===== config.mk =====
export PLATFORM = sky130hd
export DESIGN_NAME = usb_rx_controller
export DESIGN_NICKNAME = d
export VERILOG_FILES = /design/src/rtl/usb_sie_pkg.sv /design/src/rtl/usb_bit_unstuffer.sv /design/src/rtl/usb_rx_controller.sv
export SDC_FILE = /design/constraint.sdc
export NUM_CORES = 1
export LEC_CHECK = 0
export CAP_MARGIN = 10
export CORE_MARGIN = 2
export CORE_UTILIZATION = 55
export CTS_CLUSTER_DIAMETER = 120
export DETAILED_ROUTE_END_ITERATION = 6
export GPL_TIMING_DRIVEN = 0
export MAX_ROUTING_LAYER = met4
export PLACE_DENSITY = 0.78
export SLEW_MARGIN = 20
export SYNTH_ARGS = -nofsm -noshare
export SYNTH_HDL_FRONTEND = slang
export SYNTH_SLANG_ARGS = --single-unit

===== constraint.sdc =====
create_clock -name clk -period 4.7 [get_ports clk]
set_clock_uncertainty 0.15 [all_clocks]
set_input_delay 0.47 -clock clk [delete_from_list [all_inputs] [get_ports clk]]
set_output_delay 0.47 -clock clk [all_outputs]
set_load 0.1 [all_outputs]

===== src/rtl/usb_sie_pkg.sv =====
// Shared definitions for the USB Serial Interface Engine receive path:
// FSM states, DP/DM line-state codes and receive error codes.
package usb_sie_pkg;

  typedef enum logic [1:0] {
    ST_IDLE = 2'd0,
    ST_DATA = 2'd1,
    ST_EOP  = 2'd2,
    ST_ERR  = 2'd3
  } state_t;

  // Line states are {DP, DM}
  localparam logic [1:0] LINE_SE0 = 2'b00;
  localparam logic [1:0] LINE_K   = 2'b01;
  localparam logic [1:0] LINE_J   = 2'b10;
  localparam logic [1:0] LINE_SE1 = 2'b11;

  localparam logic [1:0] ERR_NONE  = 2'b00;
  localparam logic [1:0] ERR_STUFF = 2'b01;
  localparam logic [1:0] ERR_FRAME = 2'b10;
  localparam logic [1:0] ERR_OVF   = 2'b11;

  function automatic logic [2:0] sat_inc3(input logic [2:0] v);
    return (v == 3'd7) ? v : v + 3'd1;
  endfunction

endpackage


===== src/rtl/usb_bit_unstuffer.sv =====
// Tracks the run of decoded 1s and flags each bit as a stuffed 0 to drop
// or as a stuffing violation once the run reaches STUFF_LEN.
module usb_bit_unstuffer #(
  parameter int STUFF_LEN = 6
) (
  input  logic clk,
  input  logic rst,
  input  logic load,
  input  logic bit_en,
  input  logic bit_in,
  output logic discard,
  output logic stuff_err
);

  localparam int RUN_W = $clog2(STUFF_LEN + 1);

  logic [RUN_W-1:0] ones_run;
  logic             at_limit;

  assign at_limit  = (ones_run == RUN_W'(STUFF_LEN));
  assign discard   = at_limit && !bit_in;
  assign stuff_err = at_limit && bit_in;

  // The SYNC field's final 1 starts the run, so load seeds it with one.
  always_ff @(posedge clk or negedge rst) begin
    if (!rst) begin
      ones_run <= '0;
    end else if (load) begin
      ones_run <= RUN_W'(1);
    end else if (bit_en) begin
      if (!bit_in)
        ones_run <= '0;
      else if (!at_limit)
        ones_run <= ones_run + RUN_W'(1);
    end
  end

endmodule


===== src/rtl/usb_rx_controller.sv =====
// Receive sequencer: SYNC detection, bit unstuffing, LSB-first byte assembly
// and EOP detection, one decoded bit per clk.
module usb_rx_controller
  import usb_sie_pkg::*;
#(
  parameter int SYNC_MIN_ZEROS = 6,
  parameter int STUFF_LEN      = 6,
  parameter int MAX_BYTES      = 1027,
  parameter int IDLE_J_BITS    = 8
) (
  input  logic        clk,
  input  logic        rst,
  input  logic        DPin,
  input  logic        DMin,
  input  logic        dec_bit,
  output logic        rx_active,
  output logic        rx_valid,
  output logic [7:0]  rx_data,
  output logic        rx_done,
  output logic        rx_error,
  output logic [1:0]  rx_err_code,
  output logic [10:0] rx_byte_cnt
);

  localparam int JW = $clog2(IDLE_J_BITS + 1);

  state_t        state, state_n;
  logic [2:0]    zero_cnt, zero_n;
  logic [2:0]    bit_cnt, bit_n;
  logic [1:0]    se0_cnt, se0_n;
  logic [JW-1:0] j_cnt, j_n;
  logic [7:0]    shift, shift_n, data_n;
  logic          valid_n, done_n, error_n;
  logic [1:0]    code_n;
  logic [10:0]   cnt_n;
  logic          sync_load, bit_en, discard, stuff_err;
  logic [1:0]    line;

  assign line      = {DPin, DMin};
  assign rx_active = (state == ST_DATA) || (state == ST_EOP);

  usb_bit_unstuffer #(
    .STUFF_LEN (STUFF_LEN)
  ) u_unstuff (
    .clk       (clk),
    .rst       (rst),
    .load      (sync_load),
    .bit_en    (bit_en),
    .bit_in    (dec_bit),
    .discard   (discard),
    .stuff_err (stuff_err)
  );

  always_comb begin
    state_n   = state;
    zero_n    = zero_cnt;
    bit_n     = bit_cnt;
    se0_n     = se0_cnt;
    j_n       = j_cnt;
    shift_n   = shift;
    data_n    = rx_data;
    valid_n   = 1'b0;
    done_n    = 1'b0;
    error_n   = 1'b0;
    code_n    = rx_err_code;
    cnt_n     = rx_byte_cnt;
    sync_load = 1'b0;
    bit_en    = 1'b0;

    unique case (state)
      ST_IDLE: begin
        if (line == LINE_SE0 || line == LINE_SE1) begin
          zero_n = '0;
        end else if (!dec_bit) begin
          zero_n = sat_inc3(zero_cnt);
        end else if (zero_cnt >= 3'(SYNC_MIN_ZEROS)) begin
          state_n   = ST_DATA;
          sync_load = 1'b1;
          zero_n    = '0;
          bit_n     = '0;
          cnt_n     = '0;
          code_n    = ERR_NONE;
        end else begin
          zero_n = '0;
        end
      end

      ST_DATA: begin
        if (line == LINE_SE0) begin
          state_n = ST_EOP;
          se0_n   = 2'd1;
        end else if (line == LINE_SE1) begin
          state_n = ST_ERR;
          error_n = 1'b1;
          code_n  = ERR_OVF;
          j_n     = '0;
        end else begin
          bit_en = 1'b1;
          if (stuff_err) begin
            state_n = ST_ERR;
            error_n = 1'b1;
            code_n  = ERR_STUFF;
            j_n     = '0;
          end else if (!discard) begin
            shift_n = {dec_bit, shift[7:1]};
            bit_n   = bit_cnt + 3'd1;
            // Overflow wins over the byte completing on the same bit.
            if (bit_cnt == 3'd7) begin
              if (rx_byte_cnt == 11'(MAX_BYTES)) begin
                state_n = ST_ERR;
                error_n = 1'b1;
                code_n  = ERR_OVF;
                j_n     = '0;
              end else begin
                data_n  = shift_n;
                valid_n = 1'b1;
                cnt_n   = rx_byte_cnt + 11'd1;
              end
            end
          end
        end
      end

      ST_EOP: begin
        unique case (line)
          LINE_SE0: begin
            if (se0_cnt == 2'd3) begin
              state_n = ST_ERR;
              error_n = 1'b1;
              code_n  = ERR_FRAME;
              j_n     = '0;
            end else begin
              se0_n = se0_cnt + 2'd1;
            end
          end
          LINE_J: begin
            if (se0_cnt >= 2'd2) begin
              state_n = ST_IDLE;
              done_n  = 1'b1;
              zero_n  = '0;
              if (bit_cnt != 3'd0) begin
                error_n = 1'b1;
                code_n  = ERR_FRAME;
              end
            end else begin
              state_n = ST_ERR;
              error_n = 1'b1;
              code_n  = ERR_FRAME;
              j_n     = '0;
            end
          end
          default: begin
            state_n = ST_ERR;
            error_n = 1'b1;
            code_n  = ERR_FRAME;
            j_n     = '0;
          end
        endcase
      end

      ST_ERR: begin
        if (line == LINE_J) begin
          if (j_cnt == JW'(IDLE_J_BITS - 1)) begin
            state_n = ST_IDLE;
            zero_n  = '0;
            j_n     = '0;
          end else begin
            j_n = j_cnt + JW'(1);
          end
        end else begin
          j_n = '0;
        end
      end

      default: state_n = ST_IDLE;
    endcase
  end

  always_ff @(posedge clk or negedge rst) begin
    if (!rst) begin
      state       <= ST_IDLE;
      zero_cnt    <= '0;
      bit_cnt     <= '0;
      se0_cnt     <= '0;
      j_cnt       <= '0;
      rx_data     <= '0;
      rx_valid    <= 1'b0;
      rx_done     <= 1'b0;
      rx_error    <= 1'b0;
      rx_err_code <= ERR_NONE;
      rx_byte_cnt <= '0;
    end else begin
      state       <= state_n;
      zero_cnt    <= zero_n;
      bit_cnt     <= bit_n;
      se0_cnt     <= se0_n;
      j_cnt       <= j_n;
      rx_data     <= data_n;
      rx_valid    <= valid_n;
      rx_done     <= done_n;
      rx_error    <= error_n;
      rx_err_code <= code_n;
      rx_byte_cnt <= cnt_n;
    end
  end

  // Partial shift contents are never visible, so they need no reset.
  always_ff @(posedge clk) begin
    shift <= shift_n;
  end

endmodule


==> impl_metrics.ini <==
[floorplanning]
die_w_um = 73.9
pin_count = 30
rows = 25
start_util_pct = 56.8
die_area_mm2 = 0.00545
fp.coreArea_mm2 = 0.00472
die_y_um = 73.9

[sta]
min_period_ps = 2960
worstMarginPinSlew_ps = 975
report.final.hold_viol_count = 0
max_freq_ghz = 0.337
rsz0062_at_grt = no
fin_crit_sh_pct = 63.0
relSlewSlack_pct = 34.8
drv_slew = 0
fin_setup_tns_ps = 0
setup_viol = 0
setup_slack_ps = 1740

[synthesis]
synth_edf_count = 7
yosys-top-cells-area = dfrtp_1, ha_1, edfxtp_1, mux2_2, o21ai_0
synth-seq-cells = 48
postSynthCellCount = 260
synth_seq_area_share_pct = 46.1
yosysWarnings = 0
synth_area_mm2 = 0.00268
synth_cell_types = 60
yosys.area.top_type = dfrtp_1
synth_flop_cell = dfrtp_1
async_reset_ff_share_pct = 85.4
synth.net_count = 283
yosysTopAreaCellShare_pct = 38.2
syn_area_per_cell_um2 = 10.3

[min_path]
min_to = shift[5]$_DFFE_PP_
holdPathStages = 0
hold_path.class = reg -> reg
min-delay-start = shift[6]$_DFFE_PP_

[critical_path]
crit_buf_inv = 2
path_cells = inv_1, ha_1, clkdlybuf4s50_1
crit_required_ps = 4080
critical_path.max_fanout = 5
cp-end-kind = output port
slowest_stage = clkdlybuf4s50_1
crit_arrival_ps = 2340
critical_path_class = reg -> out
cpLargestDelayFamily = buffers and inverters
start_kind = register
r2r_start = rx_byte_cnt[0]$_DFFE_PN0P_
rrSetupSlack_ps = 2140
critPathMaxStageDelay_ps = 1170
reg2reg_depth = 6
r2r_end = j_cnt[1]$_DFFE_PN0P_

[grt]
antenna_found_initial = 0
first_global_vias = 2049
gr-usage-all-layers_pct = 22.2
grt_pass1_wl_um = 9170
grt_remaining_overflow = 0
grt_max_degree = 24

[finish]
mostFrequentLayoutCells = dfrtp_1, clkdlybuf4s50_1, nand2_1, o21ai_0, ha_1
nNetsFinal = 321
area_delta_synth_final_pct = 18.7
final_common_cell = dfrtp_1
drive_above_1_share_pct = 12.0
antenna_cells = 0

[power_and_ir_drop]
p_leak_uw = 0.00140
peakVddDrop_uv = 545
power_density_mw_per_mm2 = 520

[placed_design]
hpwl_um = 3960
post-place-ws_ps = 1830
gp_congestion = 0.869
numPortBuffers = 29

[clocking]
clock_latency_ps = 300
cts_tree = done
cts_root_buf = clkbuf_8
htree_levels = 2
clk_pin_slew_worst_paths_ps = 90
clock_path_buffers = 2
cts_sinks = 48
cts_buffers = 5

[route]
totalWireLength_um = 5390
vias_per_cell = 5.84
dr.pass1.iters = 4
wl_per_cell_um = 14.7
vias = 2137
detail-route-antenna-nets = 0
drtIter0Drc = 152
drc = 0

[status]
status = completed

[job]
cap_violations = 0
[state kept, by name, indices dropped and copies added (netlist names)]
register and count:
j_cnt 4, rx_byte_cnt 11, u_unstuff.ones_run 3, state 2, zero_cnt 3, se0_cnt 2, rx_valid 1, rx_data 8
bit_cnt 3, rx_done 1, shift 7, rx_err_code 2, rx_error 1
[layout make-up]
cell class                      instances  area (µm²)
Timing Repair Buffer                   31         323
Fill cell                             375        1540
Clock buffer                            6        82.6
Multi-Input combinational cell        192        1360
Clock inverter                          2        13.8
Inverter                               15        56.3
Sequential cell                        48        1240
Tap cell                               67        83.8
Buffer                                  5        28.8
[layer usage]
| layer | part of all wire (%) | GRT usage, % | vias to the layer above |
|---|---|---|---|
| met3 | 4.4 | 4.80 | 11 |
| met1 | 48 | 28.8 | 1021 |
| li1 | - | - | 1036 |
| met4 | 1.7 | 7.88 | 0 |
| met5 | 0 | - | - |
| met2 | 46 | 34.2 | 69 |
[Yosys cell counts, types with 3 or more instances]
cell type and count:
inv_1 15, dfrtp_1 41, nand4b_1 3, xor2_1 3
nand3_1 7, o21ai_0 20, nand4_1 6, mux2_2 10
edfxtp_1 7, a31oi_1 6, nand2b_1 4, nor2b_1 4
nor3_1 6, ha_1 18, nor4_1 4, o41ai_1 4
a21oi_1 9, nor2_1 16, nand2_1 25
[worst max-delay path by stage]
stage,startpoint,to,slack (ps),cells past startpoint
detailed placement,DPin,rx_byte_cnt[0]$_DFFE_PN0P_,1830,7
global route,state[0]$_DFFE_PN0P_,rx_active,1670,3
finish,state[0]$_DFFE_PN0P_,rx_active,1740,3
global placement,DPin,rx_byte_cnt[0]$_DFFE_PN0P_,1840,7
CTS,state[0]$_DFFE_PN0P_,rx_active,1740,3
floorplan,rx_byte_cnt[0]$_DFFE_PN0P_,j_cnt[0]$_DFFE_PN0P_,1810,6
[per-stage QoR]
stage          area [µm²]  hold WS (ps)  util (%)  power (µW)  instances
2_1_floorplan        2680          24.4         -        1200        260
3_3_place_gp         3060           281      64.7        1370        356
3_5_place_dp         3080           281      65.2        1390        357
4_1_cts              3190           303      67.5        1650        366
5_1_grt              3190           334      67.5        1760        366
6_report             3190           308      67.5        1660        366
[cells by family (layout without fill, tap and decap cells)]
group	count (synthesis)	in the layout	share of synthesized area [%]
adders and majority gates	18	18	8.39
muxes	11	11	4.57
xor gates and xnor gates	4	4	1.31
AOI/OAI and AO/OA	60	60	15.2
buffers and inverters	20	59	3.17
DFF	48	48	46.1
and+or+nand+nor	99	99	21.3
[timing repair]
action	4_1_cts	5_1_grt
endpoints found under the hold margin	18	0
resized for setup	0	0
hold buffers	1	0
buffers inserted	0	0
[power by group]
group / switching, µW / internal, µW
combinational: 567 / 251
sequential: 68.5 / 506
clock: 142 / 121
total: 778 / 878
Note: power is estimated with default switching activity, not from simulation.
